===== src/rtl/stack_arbiter.sv =====
// stack_arbiter: shares one 32->128-bit word stacker between the key stream
// and the data stream. Each grant lasts exactly one block of N_WORDS words,
// and src_o tags the block so the core can route the stacked word.
// Optional build macro: STACK_ARB_KEY_PRIO_EN (strict key priority instead
// of round-robin arbitration).
module stack_arbiter #(
    parameter int unsigned N_WORDS = 4
) (
    input  logic        clk_i,
    input  logic        rst_ni,
    input  logic        clr_i,
    input  logic        enable_i,
    input  logic        key_valid_i,
    output logic        key_ready_o,
    input  logic [31:0] key_word_i,
    input  logic        dat_valid_i,
    output logic        dat_ready_o,
    input  logic [31:0] dat_word_i,
    output logic        stk_valid_o,
    input  logic        stk_ready_i,
    output logic [31:0] stk_word_o,
    output logic        stk_clr_o,
    output logic        stk_enable_o,
    output logic        src_o,
    output logic        busy_o
);

    localparam int unsigned CNT_W = (N_WORDS > 1) ? $clog2(N_WORDS) : 1;
    localparam logic [CNT_W-1:0] CNT_LAST = CNT_W'(N_WORDS - 1);

    typedef enum logic [1:0] {
        IDLE    = 2'd0,
        GNT_KEY = 2'd1,
        GNT_DAT = 2'd2
    } state_e;

    state_e           state_reg, state_next;
    logic [CNT_W-1:0] cnt_reg, cnt_next;
    logic             last_reg, last_next;   // 1 = key was granted last
    logic             src_reg, src_next;     // 1 = key, 0 = data

    // Forwarding is suppressed while disabled or while a clear is pending,
    // so no source word is consumed by a handshake that will not be counted.
    logic fwd_en;
    logic handshake;

    assign fwd_en       = enable_i & ~clr_i;
    assign handshake    = stk_valid_o & stk_ready_i;
    assign stk_clr_o    = clr_i | ~rst_ni;
    assign stk_enable_o = enable_i;
    assign src_o        = src_reg;
    assign busy_o       = (state_reg != IDLE);

    // Combinational forwarding of the granted stream to the stacker.
    always_comb begin
        stk_valid_o = 1'b0;
        stk_word_o  = 32'd0;
        key_ready_o = 1'b0;
        dat_ready_o = 1'b0;
        case (state_reg)
            GNT_KEY: begin
                stk_word_o  = key_word_i;
                stk_valid_o = fwd_en & key_valid_i;
                key_ready_o = fwd_en & stk_ready_i;
            end
            GNT_DAT: begin
                stk_word_o  = dat_word_i;
                stk_valid_o = fwd_en & dat_valid_i;
                dat_ready_o = fwd_en & stk_ready_i;
            end
            default: ;
        endcase
    end

    // Next-state: arbitration in IDLE, word counting inside a block.
    always_comb begin
        state_next = state_reg;
        cnt_next   = cnt_reg;
        last_next  = last_reg;
        src_next   = src_reg;
        if (clr_i) begin
            state_next = IDLE;
            cnt_next   = '0;
            last_next  = 1'b0;
            src_next   = 1'b0;
        end else if (enable_i) begin
            case (state_reg)
                IDLE: begin
`ifdef STACK_ARB_KEY_PRIO_EN
                    if (key_valid_i) begin
`else
                    // On a tie the stream not granted last wins.
                    if (key_valid_i && (!dat_valid_i || !last_reg)) begin
`endif
                        state_next = GNT_KEY;
                        src_next   = 1'b1;
                    end else if (dat_valid_i) begin
                        state_next = GNT_DAT;
                        src_next   = 1'b0;
                    end
                end
                GNT_KEY, GNT_DAT: begin
                    if (handshake) begin
                        if (cnt_reg == CNT_LAST) begin
                            cnt_next   = '0;
                            state_next = IDLE;
                            last_next  = (state_reg == GNT_KEY);
                        end else begin
                            cnt_next = cnt_reg + CNT_W'(1);
                        end
                    end
                end
                default: state_next = IDLE;
            endcase
        end
    end

    // State registers with synchronous active-low reset.
    always_ff @(posedge clk_i) begin
        if (!rst_ni) begin
            state_reg <= IDLE;
            cnt_reg   <= '0;
            last_reg  <= 1'b0;
            src_reg   <= 1'b0;
        end else begin
            state_reg <= state_next;
            cnt_reg   <= cnt_next;
            last_reg  <= last_next;
            src_reg   <= src_next;
        end
    end

endmodule


===== config.mk =====
export PLATFORM = sky130hd
export DESIGN_NAME = stack_arbiter
export DESIGN_NICKNAME = d
export VERILOG_FILES = /design/src/rtl/stack_arbiter.sv
export SDC_FILE = /design/constraint.sdc
export NUM_CORES = 1
export LEC_CHECK = 0
export ABC_CLOCK_PERIOD_IN_PS = 2300
export BUFFER_PORTS_ARGS = -buffer_cell sky130_fd_sc_hd__buf_2
export CAP_MARGIN = 10
export CORE_MARGIN = 8
export CORE_UTILIZATION = 31
export DETAILED_ROUTE_END_ITERATION = 16
export GPL_ROUTABILITY_DRIVEN = 0
export PLACE_DENSITY = 0.88
export RECOVER_POWER = 50
export SYNTH_ARGS = -nofsm -noshare
export SYNTH_HDL_FRONTEND = slang
export SYNTH_SLANG_ARGS = --single-unit
export TNS_END_PERCENT = 30

===== constraint.sdc =====
create_clock -name clk_i -period 2.3 [get_ports clk_i]
set_input_delay 0.46 -clock clk_i [delete_from_list [all_inputs] [get_ports clk_i]]
set_output_delay 0.46 -clock clk_i [all_outputs]
set_load 0.005 [all_outputs]

==> flow_summary.yaml <==
routing:
  vias: 1269
  route.antenna.remaining_nets: 0
  drc: 0
  drt-pass1-iter-count: 4
  wl_per_cell_um: 14.07
  drt_iter0_drc: 68
  via_per_inst: 4.938
  drt-total-wl_mm: 3.615
placed_design:
  io_buffers: 109
  dp.final_hpwl_mm: 3.050
  placedCellCount: 254
  placed_cell_area_um2: 1383
setup_path:
  required_ps: 1840
  cp_max_fo: 14
  critPathCaptureType: "primary output"
  cp.arrival_ps: 1570
  critPathLaunchType: "register"
  crit_type: "register to primary output"
clock_tree:
  cts_root_buf: "clkbuf_4"
  post_cts_buffers: 0
  htree_levels: 1
  clk_path_buf_depth: 2
  cts_tree: "yes"
  cts_made_buffers: 3
  cts_sinks: 6
  ctsResizeCount: 0
  cts_hold_buf: 0
  clock_latency_ps: 240
  cts.clk_slew.worst_paths_ps: 40
timing:
  relSlewSlack_pct: 73.78
  max_freq_mhz: 493.7
  setup_tns_ps: 0
  clock_skew_ps: 1.989
  finalHoldViolations: 0
  slew_violations: 0
  setup_violations: 0
  rsz0062_at_grt: "no"
  fin_crit_sh_pct: 88.07
  tightest_slew_ps: 392.4
  min_period_ps: 2026
  fin_hold_ws_ps: 472.0
die:
  rows: 18
  fp.dieW_um: 67.18
  die_h_um: 67.18
  die-area_um2: 4513
  start_util_pct: 32.78
  core_area_um2: 2477
  pin_count: 110
finish:
  n_antenna_cell: 0
  layout-drive-gt1-share_pct: 47.58
  area_growth_pct: 70.72
  layoutNonFillerInstCount: 257
  fin_area_um2: 1386
  fin_nets: 305
logic_synthesis:
  ys_ff_latch: 6
  syn-cell-area_um2: 812.0
  yosys_warnings: 0
  synth.avg_cell_area_um2: 6.656
  syn_nets: 198
  synth_cell_type_count: 23
  synthCells: 122
  ys_seq_area_share_pct: 14.79
power_and_ir_drop:
  leakage_nw: 0.7119
  total_power_uw: 342.8
  ir_worst_vdd_mv: 0.2761
  p_per_area_nw_per_um2: 247.3
worst_hold_path:
  min_path_type: "register to register"
global_route:
  grt_pass1_vias: 1131
  overflow: 0
  antenna_found_initial: 0
  grt_usage_pct: 13.86
  grt_max_degree: 22
  grt_pass1_wl_mm: 5.133
status:
  status: "completed"
run:
  maxCapViolations: 0
-- routing by layer --
| metal | vias up | GRT usage (%) | wire length [um] |
|---|---|---|---|
| met4 | 0 | 3.133 | 19 |
| met3 | 2 | 3.808 | 399 |
| met2 | 51 | 25.69 | 1922 |
| met5 | - | 0 | 0 |
| li1 | 654 | - | - |
| met1 | 562 | 15.28 | 1274 |
-- kinds of logic after synthesis --
family	Yosys count	share of synthesized area (%)
AO/OA/AOI/OAI	38	35.28
adder cells (fa/ha/maj)	5	7.704
buffers and inverters	18	9.399
flip-flops	6	14.79
multiplexers	5	6.779
AND/OR/NAND/NOR	50	26.04
-- cell usage after synthesis, drive strengths merged --
master | n | area (um^2)
clkbuf | 8 | 30.03
a32oi | 1 | 8.760
a41o | 1 | 10.01
dfxtp | 6 | 120.1
mux2 | 1 | 15.01
nor2b | 2 | 12.51
a21boi | 1 | 7.510
buf | 5 | 27.52
o21ai | 1 | 5.000
or3 | 1 | 6.260
a21oi | 1 | 5.000
nor2 | 37 | 138.9
nand3 | 3 | 15.01
a221o | 1 | 10.01
and4 | 1 | 8.760
a22oi | 32 | 240.2
mux2i | 4 | 40.04
nand2 | 3 | 11.26
and3 | 3 | 18.77
ha | 5 | 62.56
inv | 5 | 18.77
-- final timing paths --
kind,to,depth (start not counted),from,slack (ps)
max,stk_word_o[6],6,state_reg[0]$_SDFFE_PP0P_,270
min,src_o$_SDFFE_PP0P_,2,src_o$_SDFFE_PP0P_,470
max reg2reg,state_reg[0]$_SDFFE_PP0P_,7,state_reg[0]$_SDFFE_PP0P_,570
min reg2reg,src_o$_SDFFE_PP0P_,2,src_o$_SDFFE_PP0P_,470
-- cell usage in the layout (no fill, tap or decap), types with 2 or more instances in the layout --
| master | count |
|---|---|
| a22oi_1 | 32 |
| and3_1 | 3 |
| buf_2 | 97 |
| buf_4 | 5 |
| clkbuf_1 | 10 |
| clkbuf_2 | 3 |
| clkbuf_4 | 3 |
| dfxtp_1 | 6 |
| ha_1 | 5 |
| inv_1 | 5 |
| mux2i_1 | 4 |
| nand2_1 | 3 |
| nand3_1 | 3 |
| nor2_1 | 37 |
| nor2b_1 | 2 |
-- worst max-delay path, cell delays in order (launching register included) --
cell      delay (ps)
dfxtp_1          350
inv_1             90
ha_1             240
clkbuf_2         230
a22oi_1          220
nor2_1            50
buf_2            130
-- area by class of cell --
type | instances | area (um^2)
well taps | 30 | 37.54
flip-flops and latches | 6 | 120.1
fillers | 274 | 1091
inverters | 5 | 18.77
repair buffers | 115 | 575.6
clock buffers | 3 | 22.52
multi-input cells | 98 | 611.8
-- metrics by stage --
step	utilization (%)	setup WS (ps)
2_1_floorplan	-	630.6
3_3_place_gp	55.81	589.0
3_5_place_dp	55.81	545.2
4_1_cts	56.72	281.5
5_1_grt	55.96	118.9
6_report	55.96	274.4
-- power by group --
part | switching, mW | leakage [nW] | internal [mW]
registers | 0.00139 | 0.0485 | 0.106
clock network | 0.0369 | 0.0138 | 0.0590
logic | 0.0662 | 0.650 | 0.0731
Note: power is estimated with default switching activity, not from simulation.
